<file path="src/rtl/imem_loader_pkg.sv">
// Shared constants and state encoding for the instruction-memory boot loader.
// The loader turns a framed byte stream into 32-bit instruction-memory writes.
package imem_loader_pkg;

    localparam logic [7:0] SYNC_BYTE = 8'hA5;

    typedef enum logic [2:0] {
        ST_IDLE,
        ST_LEN,
        ST_DATA,
        ST_WRITE,
        ST_DONE
    } state_t;

    // A length of zero, or one larger than the memory, is rejected.
    function automatic logic len_legal(input logic [7:0] len, input logic [7:0] depth);
        return (len != 8'd0) && (len <= depth);
    endfunction

endpackage

</file>
<file path="src/rtl/imem_loader_asm.sv">
// Byte-to-word assembler for the loader.
// Bytes arrive most significant first; the fourth byte completes a word.
module imem_loader_asm (
    input  logic        clk,
    input  logic        rst_n,
    input  logic        clear,
    input  logic        shift,
    input  logic [7:0]  data,
    output logic [31:0] word_next,
    output logic        last
);

    // Only the three oldest bytes need storing; the fourth is taken live.
    logic [23:0] word_q;
    logic [1:0]  idx_q;

    always_ff @(posedge clk or negedge rst_n) begin
        if (!rst_n) begin
            word_q <= 24'd0;
            idx_q  <= 2'd0;
        end else if (clear) begin
            word_q <= 24'd0;
            idx_q  <= 2'd0;
        end else if (shift) begin
            word_q <= {word_q[15:0], data};
            idx_q  <= idx_q + 2'd1;
        end
    end

    assign word_next = {word_q, data};
    assign last      = (idx_q == 2'd3);

endmodule

</file>
<file path="src/rtl/imem_loader.sv">
// Boot loader: parses sync/length/data frames and writes instruction memory,
// holding the CPU frozen for the duration of a load.
//
// state    | meaning
// ---------+-----------------------------------------------------------
// ST_IDLE  | hunting for the sync byte, CPU running
// ST_LEN   | sync seen, waiting for the word count
// ST_DATA  | collecting the four bytes of the current word
// ST_WRITE | one-cycle memory write of the assembled word
// ST_DONE  | one-cycle completion pulse, then back to IDLE
module imem_loader
    import imem_loader_pkg::*;
#(
    parameter int DEPTH  = 32,
    parameter int ADDR_W = 5
) (
    input  logic              clk,
    input  logic              rst_n,
    input  logic              in_valid,
    input  logic [7:0]        in_data,
    output logic              in_ready,
    output logic              imem_we,
    output logic [ADDR_W-1:0] imem_waddr,
    output logic [31:0]       imem_wdata,
    output logic              cpu_hold,
    output logic              done,
    output logic              err
);

    localparam logic [7:0] DEPTH_B = 8'(DEPTH);

    state_t              state_q, state_d;
    logic                started_q;
    logic [7:0]          cnt_q;
    logic [ADDR_W-1:0]   addr_q;
    logic [ADDR_W-1:0]   waddr_q;
    logic [31:0]         wdata_q;
    logic                err_q;

    logic                accept;
    logic                asm_clear;
    logic                asm_shift;
    logic                asm_last;
    logic [31:0]         asm_word;
    logic                len_ok;

    assign accept = in_valid & in_ready;
    assign len_ok = len_legal(in_data, DEPTH_B);

    always_ff @(posedge clk or negedge rst_n) begin
        if (!rst_n) begin
            state_q <= ST_IDLE;
        end else begin
            state_q <= state_d;
        end
    end

    always_comb begin
        state_d   = state_q;
        in_ready  = 1'b0;
        imem_we   = 1'b0;
        done      = 1'b0;
        cpu_hold  = 1'b1;
        asm_clear = 1'b0;
        asm_shift = 1'b0;
        case (state_q)
            ST_IDLE: begin
                // started_q keeps in_ready low while reset is asserted.
                in_ready = started_q;
                cpu_hold = 1'b0;
                if (accept && (in_data == SYNC_BYTE)) begin
                    state_d = ST_LEN;
                end
            end
            ST_LEN: begin
                in_ready = 1'b1;
                if (accept) begin
                    asm_clear = 1'b1;
                    state_d   = len_ok ? ST_DATA : ST_IDLE;
                end
            end
            ST_DATA: begin
                in_ready = 1'b1;
                if (accept) begin
                    asm_shift = 1'b1;
                    if (asm_last) begin
                        state_d = ST_WRITE;
                    end
                end
            end
            ST_WRITE: begin
                imem_we = 1'b1;
                state_d = (cnt_q == 8'd1) ? ST_DONE : ST_DATA;
            end
            ST_DONE: begin
                done    = 1'b1;
                state_d = ST_IDLE;
            end
            default: begin
                cpu_hold = 1'b0;
                state_d  = ST_IDLE;
            end
        endcase
    end

    always_ff @(posedge clk or negedge rst_n) begin
        if (!rst_n) begin
            started_q <= 1'b0;
            cnt_q     <= 8'd0;
            addr_q    <= '0;
            waddr_q   <= '0;
            wdata_q   <= 32'd0;
            err_q     <= 1'b0;
        end else begin
            started_q <= 1'b1;
            if ((state_q == ST_IDLE) && accept && (in_data == SYNC_BYTE)) begin
                err_q <= 1'b0;
            end
            if ((state_q == ST_LEN) && accept) begin
                if (len_ok) begin
                    cnt_q  <= in_data;
                    addr_q <= '0;
                end else begin
                    err_q  <= 1'b1;
                end
            end
            // Write port registers load only when a word completes, so they
            // hold their last values between strobes.
            if ((state_q == ST_DATA) && accept && asm_last) begin
                waddr_q <= addr_q;
                wdata_q <= asm_word;
            end
            if (state_q == ST_WRITE) begin
                cnt_q <= cnt_q - 8'd1;
                if (cnt_q != 8'd1) begin
                    addr_q <= addr_q + ADDR_W'(1);
                end
            end
        end
    end

    imem_loader_asm u_asm (
        .clk       (clk),
        .rst_n     (rst_n),
        .clear     (asm_clear),
        .shift     (asm_shift),
        .data      (in_data),
        .word_next (asm_word),
        .last      (asm_last)
    );

    assign imem_waddr = waddr_q;
    assign imem_wdata = wdata_q;
    assign err        = err_q;

endmodule

</file>
<file path="config.mk">
export PLATFORM = sky130hd
export DESIGN_NAME = imem_loader
export DESIGN_NICKNAME = d
export VERILOG_FILES = /design/src/rtl/imem_loader_pkg.sv /design/src/rtl/imem_loader_asm.sv /design/src/rtl/imem_loader.sv
export SDC_FILE = /design/constraint.sdc
export NUM_CORES = 1
export LEC_CHECK = 0
export ABC_AREA = 1
export CORE_MARGIN = 2
export CORE_UTILIZATION = 45
export CTS_BUF_LIST = sky130_fd_sc_hd__clkbuf_16
export CTS_CLUSTER_SIZE = 14
export DETAILED_ROUTE_END_ITERATION = 8
export HOLD_SLACK_MARGIN = 0.03
export MAX_ROUTING_LAYER = met4
export PLACE_DENSITY = 0.69
export SYNTH_ARGS = -nofsm -noshare
export SYNTH_HDL_FRONTEND = slang
export SYNTH_SLANG_ARGS = --single-unit
</file>
<file path="constraint.sdc">
create_clock -name clk -period 1.6 [get_ports clk]
set_input_delay 0.32 -clock clk [delete_from_list [all_inputs] [get_ports clk]]
set_output_delay 0.32 -clock clk [all_outputs]
set_load 0.05 [all_outputs]
</file>
**After elaboration in Yosys (flattened, before gate mapping)**

Index checks and enable logic that the tools add are counted.

- Flip-flop bits (word level): 81
- Output and inout port bits: 42
- Logic and storage cells: 70
- Input bits: 11

- Mux-type cells: 28
- Reductions and logical operators: 16
- Equal/unequal tests: 12
- Bitwise operators: 1
- Add/sub/neg operators: 3
- Order comparisons: 1

Operators by type and width:

| kind | number |
|---|---|
| 24-bit two-way mux | 2 |
| 8-bit two-way mux | 3 |
| 5-bit two-way mux | 4 |
| 3-bit two-way mux | 5 |
| 3-bit one-hot mux with 4 select lines | 1 |
| 1-bit two-way mux | 9 |
| 8-bit by 1-bit equality test with 1-bit output, second input constant | 1 |
| 8-bit equality test, second input constant | 1 |
| 8-bit by 6-bit <= comparator with 1-bit output, second input constant | 1 |
| 2-bit inequality test, second input constant | 4 |
| 8-bit by 1-bit inequality test with 1-bit output, second input constant | 1 |
| 8-bit nonzero test | 1 |
| 8-bit by 1-bit subtractor with 8-bit output, second input constant | 1 |
| 1-bit logical AND | 7 |
| 3-bit by 2-bit equality test with 1-bit output, second input constant | 2 |
| 2-bit two-way mux | 3 |
| 2-bit nonzero test | 3 |
| 5-bit by 1-bit adder with 5-bit output, second input constant | 1 |
| 4-bit AND reduction | 1 |
| 4-bit OR reduction | 1 |
| 3-bit by 1-bit equality test with 1-bit output, second input constant | 1 |
| 3-bit equality test, second input constant | 1 |
| 3-bit zero test | 1 |
| 2-bit by 1-bit adder with 2-bit output, second input constant | 1 |
| 5 further kinds | 5 |

**Depth between registers and ports, before layout**

Gate-level depths: netlist of the first run.

- Depth after elaboration: 9
- Gate-level depth with buffers: 9

**By module**

Synthesis of the first run repeated with hierarchy kept, for this count alone.

- Cells, all modules: 385
- Area, all modules: 3,981.3 µm²

Modules (own cells, without submodules):

| module | instances | cells each | seq. area each (µm²) | area an instance (µm²) |
|---|---|---|---|---|
| imem_loader | 1 | 262 | 1,376.3 | 2,723.9 |
| imem_loader_asm | 1 | 123 | 650.6 | 1,257.5 |

**Worst setup path after synthesis of the first run**

Ideal clock, no wire load.

- Kind: flip-flop to output port
- From: register state_q[1]
- To: output port cpu_hold
- Slack: -816 ps
- Cell stages (with the launch flop): 4
- Data arrival time: 2,096 ps
- Cells stage by stage: dfrtp_1 > nor3_1 > nor2_1 > nand2_1

- Longest elaborated chain between the ends: 3
- Elaborated cells between the ends (all ways): 6
- Those cells by class: eq/ne (4); mux (1); reduce/logical (1)

Ends and longest elaborated chain:

| item | line | text |
|---|---|---|
| start, declared | imem_loader.sv:32 | `state_t state_q, state_d;` |
| start signal, assigned | imem_loader.sv:54 | `state_q <= state_d;` |
| 3-bit by 1-bit equality test with 1-bit output (tied with other cells) | imem_loader.sv:66 | `case (state_q)` |
| 4-bit OR reduction (no line) * | - |  |
| 1-bit two-way mux * | imem_loader.sv:66 |  |
| end, declared | imem_loader.sv:25 | `output logic cpu_hold,` |

Mark *: on every way between the ends. The rest lies on a longest branch, timed or not.

**Worst setup path after layout of the first run**

Same ends and word-level chain as after synthesis.

==> results.cfg, run 1 <==
[status]
outcome = finished with violations
violations = setup timing

[pwr]
p_sw_mw = 3.69
p_seq_share_pct = 32.8
cellPowerDensity_mw_per_mm2 = 1740
peakVddDrop_uv = 942
sw_frac_of_total_pct = 39.9
power.internal_mw = 5.55
leakagePower_nw = 2.56
p_clk_share_pct = 24.4
p_comb_share_pct = 42.8

[timing]
whs_ns = 0.453
final_hold_viol_count = 0
finalClockSkew_ns = 0.00933
fin_crit_sh_pct = 107
fmax_mhz = 587
worst_slack_ns = -0.105
rsz0062_at_grt = true
slew_viol_final = 0
setup_viol = 32
period_minus_slack_ns = 1.70

[floorplanning]
design.core.area_mm2 = 0.00729
die_w_um = 91.1
die_area_mm2 = 0.00829
start_util_pct = 46.8
rows = 31
ios = 53
fp.dieH_um = 91.1

[critical_path]
crit_slowest_cell = dfrtp_1
required_ns = 1.28
worstSetupEndpointType = primary output
cp_top_family = flip-flops
cp-start-kind = register
arrival_ns = 1.38
slowest_delay_ns = 0.40
path_class = reg2out
setup.worst_path.start = state_q[1]$_DFFE_PN0P_
reg2reg_from = state_q[2]$_DFFE_PN0P_
crit_chain = buf_6, nor3_4, nor2_4, nand2_2, buf_12
crit_fanout = 5
critPathBufInv = 2

[route]
routedWlPerCell_um = 15.2
wl_mm = 8.91
drc = 0
vias_per_cell = 5.05
drt-initial-drc-count = 201
ant_nets = 0
firstDrtPassIters = 4
vias = 2953

[synthesis]
syn_area_mm2 = 0.00341
synth.avg_cell_area_um2 = 9.37
yosysSeqAreaShare_pct = 59.4
netlist_instances = 364
syn_nets = 379
yosys_warnings = 0
synth_edf_count = 0
ys_types = 26
ys.flop_type = dfrtp_1
ys_seq_elements = 81
synthArstFlopShare_pct = 100

[final_layout]
nets = 496
drive_gt1_share_pct = 33.5
n_fill_cell = 534
instances_no_fill = 585
syn2layout_area_growth_pct = 55.7
diodes = 0
fin_area_mm2 = 0.00531

[placement]
placed_cells = 544
gp_congestion = 0.827
portBuffers = 52
placed_area_mm2 = 0.00441
hpwl_mm = 5.59

[cts]
h-tree-depth = 3
cts.sink_count = 81
path_clk_slew_ns = 0.06
clk_latency_ns = 0.34
cts_tree = built
numCtsBuffers = 9
cts_max_path_buffers = 2
cts_root_buf = clkbuf_16

[global_routing]
grt_usage_pct = 21.5
grt_max_degree = 37
antenna_found_initial = 0
grt_pass1_wl_mm = 13.8
grt_overflow = 0
grt_pass1_vias = 2918

[hold_path]
min-delay-path-class = in2async

[run]
cap_violations = 0
[layer usage]
metal  routed length [um]  GRT usage, %  vias up
met3                  303          3.65       16
li1                     -             -     1432
met5                    0             -        -
met4                  144          8.46        0
met2                 4620          35.9       60
met1                 3840          26.1     1445
[power by group through the flow]
stage / sequential [mW] / clock (mW) / combinational (mW)
3_5_place_dp: 3.05 / 0 / 3.51
3_3_place_gp: 3.03 / 0 / 3.47
4_1_cts: 3.03 / 2.27 / 3.68
6_report: 3.03 / 2.25 / 3.95
2_1_floorplan: 4.07 / 0 / 1.06
5_1_grt: 3.10 / 2.38 / 4.23
[flip-flops by register name (all words and copies together), names as in the netlist]
| register | cells |
|---|---|
| err | 1 |
| imem_waddr | 5 |
| u_asm.word_q | 24 |
| started_q | 1 |
| cnt_q | 8 |
| addr_q | 5 |
| state_q | 3 |
| imem_wdata | 32 |
| u_asm.idx_q | 2 |
[through the flow]
| stage | setup slack (ns) | utilization (%) | setup TNS (ns) | power (mW) |
|---|---|---|---|---|
| floorplan | -0.0243 | - | -0.0243 | 5.13 |
| CTS | -0.0991 | 67.3 | -0.420 | 8.98 |
| finish | -0.105 | 72.8 | -1.26 | 9.23 |
| global placement | -0.229 | 60.5 | -8.06 | 6.50 |
| detailed placement | -0.251 | 60.5 | -10.07 | 6.55 |
| global route | -0.153 | 72.8 | -4.32 | 9.71 |
[cell usage in the layout (no fill, tap or decap), drive strengths merged, types with 15 or more instances in the layout]
master and count:
a21oi 31, o21ai 15, nand2 37, nand3 34, nor2 53, dfrtp 81
clkbuf 16, inv 57, buf 102, o22ai 22
[cell usage after synthesis, types with 3 or more instances]
| cell | count | area [um2] |
|---|---|---|
| nor2_1 | 50 | 188 |
| o21ai_0 | 15 | 75.1 |
| inv_1 | 53 | 199 |
| dfrtp_1 | 81 | 2030 |
| o22ai_1 | 22 | 138 |
| nor3_1 | 3 | 15.0 |
| mux2_1 | 5 | 56.3 |
| buf_4 | 4 | 30.0 |
| nand2_1 | 37 | 139 |
| nand3_1 | 32 | 160 |
| buf_2 | 8 | 40.0 |
| ha_1 | 4 | 50.1 |
| a21oi_1 | 31 | 155 |
| nor2_2 | 3 | 18.8 |
[layout make-up]
class                      instances  area (um2)  area share, %
timing repair buffer             119        1330           24.9
clock inverter                     7         101           1.91
multi-input combinational        215        1290           24.4
sequential                        81        2030           38.2
inverter                          55         211           3.98
clock buffer                       9         225           4.24
tap                               99         124           2.33
[what timing repair did]
item / in CTS / in global routing
gates cloned: 0 / 7
hold buffers: 1 / 0
resized for setup: 19 / 51
pin swaps: 8 / 10
setup buffers: 11 / 8
endpoints found under the setup margin: 4 / 73
hold endpoints to repair: 28 / 0
[cell families after synthesis]
group | Yosys count | synth area share [%]
xor+xnor | 3 | 0.770
fa+ha+maj | 4 | 1.47
other cells | 1 | 0.110
compound gates | 68 | 10.8
buf+inv | 68 | 8.21
mux | 7 | 2.27
simple gates | 132 | 17.0
flops | 81 | 59.4
[path summary, 6_finish.rpt]
kind | to | slack, ns | cells past startpoint
min in group clk | u_asm.idx_q[0]$_DFFE_PN0P_ | 0.48 | 1
setup reg to reg | imem_waddr[3]$_DFFE_PN0P_ | -0.09 | 7
hold / removal | addr_q[1]$_DFF_PN0_ | 0.45 | 2
max in group asynchronous | u_asm.word_q[13]$_DFFE_PN0P_ | 0.55 | 3
setup / recovery | cpu_hold | -0.10 | 5
hold reg to reg | u_asm.idx_q[0]$_DFFE_PN0P_ | 0.48 | 1
(Power assumes the default switching activity.)
==> inputs of run 2 (changes only) <==
CORE_MARGIN = 5   (was 2)
==> results.cfg, run 2 (synthesis gave the netlist of run 1 again) <==
[global_routing]
grt_usage_pct = 17.6
grt_max_degree = 39
antenna_found_initial = 0
grtUsageMet1_pct = 22.2
grtUsageMet3_pct = 2.51
grt_pass1_wl_mm = 13.4
grt_overflow = 0
grtUsageMet2_pct = 29.1
busiest_layer = met2
grt_pass1_vias = 2846

[timing]
slew_viol_final = 0
worst_slack_ns = -0.170
setup-tns-final_ns = -0.540
finalClockSkew_ns = 0.00821
period_minus_slack_ns = 1.77
fin_crit_sh_pct = 111
final_hold_viol_count = 0
whs_ns = 0.366
rsz0062_at_grt = true
fmax_mhz = 565
setup_viol = 4

[final_layout]
layout_common_cells = dfrtp_1 (79), buf_4 (67), inv_1 (52)
n_fill_cell = 562
drive_gt1_share_pct = 28.1
nets = 480
syn2layout_area_growth_pct = 44.3
largest_register_ffs = 32
fin_util_pct = 67.2
final_common_cell = dfrtp_1
diodes = 0

[pwr]
power.internal_mw = 5.17
p_seq_share_pct = 34.7
peakVddDrop_uv = 1060
cellPowerDensity_mw_per_mm2 = 1780
p_total_mw = 8.75
p_clk_share_pct = 21.7
p_comb_share_pct = 43.6
p_sw_mw = 3.59
leakagePower_nw = 2.40
sw_frac_of_total_pct = 41.0

[placement]
portBuffers = 52
gp_congestion = 0.838
pre_cts_slack_ns = -0.316
hpwl_mm = 5.52

[floorplanning]
design.core.area_mm2 = 0.00733
die_w_um = 97.1
ios = 53
start_util_pct = 46.5
fp.dieH_um = 97.1
die_area_mm2 = 0.00942
rows = 31

[run]
cap_violations = 0

[critical_path]
worst-path-stages = 7
cp_top_family = simple AND/OR/NAND/NOR gates
crit_fanout = 4
required_ns = 1.28
cp-start-kind = register
r2r_end = u_asm.word_q[4]$_DFFE_PN0P_
critical_path.most_common_cell = nand2_4
reg2regPathDepth = 8
critPathBufInv = 2
r2r_setup_slack_ns = 0.07
arrival_ns = 1.45
slowest_delay_ns = 0.41
reg2reg_from = state_q[2]$_DFFE_PN0P_
path_class = reg2out
crit_slowest_cell = dfrtp_1
worstSetupEndpointType = primary output
crit_chain = buf_6, nor2_4, nand2_4, nand2_4, nor2_2, nand2_2, buf_12

[status]
outcome = finished with violations
violations = setup timing

[route]
firstDrtPassIters = 4
ant_nets = 0
drc = 0
drt-initial-drc-count = 105
wl_mm = 7.95
vias = 2811
routedWlPerCell_um = 14.0
vias_per_cell = 4.94

[cts]
cts_max_path_buffers = 2
cts_tree = built
h-tree-depth = 3
path_clk_slew_ns = 0.06
cts.sink_count = 81
clk_latency_ns = 0.33
numCtsBuffers = 9
cts_root_buf = clkbuf_16

[hold_path]
min-delay-path-class = in2async
==> run 2: timing repair <==
action / CTS / global route
buffers inserted: 6 / 7
setup endpoints to repair: 5 / 39
resized for setup: 11 / 13
cloned: 0 / 1
endpoints found under the hold margin: 8 / 0
hold buffers: 1 / 0
pin swaps: 3 / 7
==> run 2: area by class of cell <==
| cell class | instances | area, um2 | area share, % |
|---|---|---|---|
| multi-input combinational | 215 | 1200 | 24.4 |
| inverter | 55 | 206 | 4.19 |
| timing repair buffer | 103 | 1080 | 22.0 |
| clock inverter | 7 | 52.6 | 1.07 |
| sequential | 81 | 2030 | 41.2 |
| clock buffer | 9 | 225 | 4.57 |
| tap | 99 | 124 | 2.52 |
==> run 2: worst max-delay path by stage <==
stage	startpoint	end	slack (ns)
after floorplan	state_q[0]$_DFFE_PN0P_	cpu_hold	-0.02
after global placement	in_valid	addr_q[2]$_DFF_PN0_	-0.28
after detailed placement	in_valid	addr_q[3]$_DFF_PN0_	-0.32
after CTS	state_q[1]$_DFFE_PN0P_	imem_we	-0.13
after global routing	state_q[2]$_DFFE_PN0P_	cpu_hold	-0.22
final	state_q[2]$_DFFE_PN0P_	cpu_hold	-0.17
==> run 2: worst register-to-register path: stages (launching register included) <==
cell and delay, ns:
dfrtp_1 0.41, inv_2 0.11, nand3_2 0.11, buf_4 0.16
nor2_4 0.16, inv_1 0.10, nand2_2 0.13, clkbuf_16 0.18
o22ai_1 0.07
==> run 2: power groups by stage <==
stage          registers [mW]  clock network, mW  logic (mW)
2_1_floorplan            4.07                  0        1.06
3_3_place_gp             3.05                  0        3.54
3_5_place_dp             3.05                  0        3.59
4_1_cts                  3.04               1.94        3.66
5_1_grt                  3.11               2.01        4.10
6_report                 3.04               1.90        3.82
==> run 2: per-layer routing <==
layer / part of all wire [%] / wire length [um]
met2: 51 / 4060
met1: 45 / 3560
met4: 1.4 / 114
met3: 2.7 / 215
met5: 0 / 0
==> run 2: per-stage QoR <==
step	std cells	area (um2)
after floorplan	364	3430
after global placement	538	4420
after detailed placement	538	4420
after CTS	561	4780
after global routing	569	4920
final	569	4920
==> inputs of run 3 (changes only) <==
clock period = 2 ns   (was 1.6 ns; I/O delays follow)
==> results.cfg, run 3 (synthesis gave the netlist of run 1 again) <==
[timing]
relSlewSlack_pct = 65.9
fin_crit_sh_pct = 96.8
tightest_slew_ns = 0.510
slew_viol_final = 0
period_minus_slack_ns = 1.94
setup_viol = 0
rsz0062_at_grt = true
finalClockSkew_ns = 0.00374
fmax_mhz = 517
whs_ns = 0.488
final_hold_viol_count = 0

[route]
wl_mm = 7.27
drt-initial-drc-count = 135
ant_nets = 0
routedWlPerCell_um = 13.6
firstDrtPassIters = 4
vias = 2655
drc = 0
vias_per_cell = 4.95

[floorplanning]
rows = 31
ios = 53
fp.dieH_um = 97.1
die_area_mm2 = 0.00942
start_util_pct = 46.5
die_w_um = 97.1
design.core.area_mm2 = 0.00733

[cts]
clk_latency_ns = 0.33
numCtsBuffers = 9
cts.sink_count = 81
h-tree-depth = 3
post_cts_buffers = 0
cts_root_buf = clkbuf_16
cts_max_path_buffers = 2
path_clk_slew_ns = 0.06
cts_tree = built

[global_routing]
grt_pass1_vias = 2621
antenna_found_initial = 0
grt_overflow = 0
grt_max_degree = 57
grt_pass1_wl_mm = 12.7
grt_usage_pct = 17.0

[critical_path]
crit_slowest_cell = dfrtp_2
crit_chain = nor2_2, nand2_1, nand2_1, nor2_1, nand2_1, buf_12
cp_top_family = simple AND/OR/NAND/NOR gates
reg2reg_from = state_q[2]$_DFFE_PN0P_
path_class = reg2out
critical_path.most_common_cell = nand2_1
worstSetupEndpointType = primary output
arrival_ns = 1.54
critPathBufInv = 1
crit_fanout = 5
slowest_delay_ns = 0.46
cp-start-kind = register
required_ns = 1.60
setup.worst_path.start = state_q[0]$_DFFE_PN0P_

[final_layout]
largest_register_ffs = 32
n_fill_cell = 622
nets = 447
syn2layout_area_growth_pct = 32.0
layout_common_cells = dfrtp_1 (80), inv_1 (55), nor2_1 (49)
drive_gt1_share_pct = 11.0
diodes = 0
final_common_cell = dfrtp_1

[pwr]
peakVddDrop_uv = 1180
p_total_mw = 6.60
cellPowerDensity_mw_per_mm2 = 1470
leakagePower_nw = 2.13

[placement]
portBuffers = 52
gp_congestion = 0.845
hpwl_mm = 5.31

[hold_path]
min-delay-path-class = reg2reg
hold_start = imem_wdata[30]$_DFFE_PN0P_

[status]
outcome = complete, no violations

[run]
cap_violations = 0
## run 3: cell count changes in the layout (fill, tap and decap cells not counted), moves of 4 or more
cell,change
nand2_1,+4
buf_6,-5
clkdlybuf4s50_1,+38
buf_4,-52
buf_12,-13
## run 3: repair_timing
action,4_1_cts,5_1_grt
cloned,0,0
setup endpoints to repair,1,2
hold buffers,1,0
resized for setup,1,1
endpoints found under the hold margin,25,0
## run 3: routing by layer
layer  vias to the layer above  routed length [um]  GRT usage, %
li1                       1318                   -             -
met1                      1274                3320          22.1
met2                        57                3620          26.7
met3                         6                 254          3.80
met4                         0                  74          5.18
met5                         -                   0             -
## run 3: final timing paths
path	endpoint	depth (start not counted)	slack, ns
max in group asynchronous	state_q[0]$_DFFE_PN0P_	3	0.87
worst min-delay path	imem_wdata[30]$_DFFE_PN0P_	1	0.49
worst min register to register	imem_wdata[30]$_DFFE_PN0P_	1	0.49
worst max register to register	cnt_q[3]$_DFFE_PN0P_	7	0.38
min in group asynchronous	imem_waddr[0]$_DFFE_PN0P_	2	0.52
worst max-delay path	cpu_hold	6	0.06
## run 3: cell type report
type	count	area, um2	share of cell area, %
flip-flops and latches	81	2030	45.0
multi-input cells	215	1120	25.0
repair buffers	70	733	16.3
clock buffers	9	225	5.00
inverters	55	206	4.58
well taps	99	124	2.75
clock inverters	7	62.6	1.39
## run 3: report_power, final
part           internal [mW]  total [mW]  switching (mW)
Combinational          0.928        2.66            1.73
Clock                  0.955        1.58           0.627
Sequential              2.08        2.36           0.283
Total                   3.96        6.60            2.64
## run 3: per-stage QoR
| step | utilization, % | setup TNS, ns | setup slack [ns] | cells | area [um2] |
|---|---|---|---|---|---|
| floorplan | - | 0 | 0.190 | 364 | 3420 |
| global placement | 57.3 | 0 | 0.0974 | 519 | 4200 |
| detailed placement | 57.3 | 0 | 0.0606 | 519 | 4200 |
| CTS | 61.4 | 0 | 0.0365 | 536 | 4500 |
| global route | 61.4 | -0.0253 | -0.0205 | 536 | 4500 |
| finish | 61.4 | 0 | 0.0645 | 536 | 4500 |
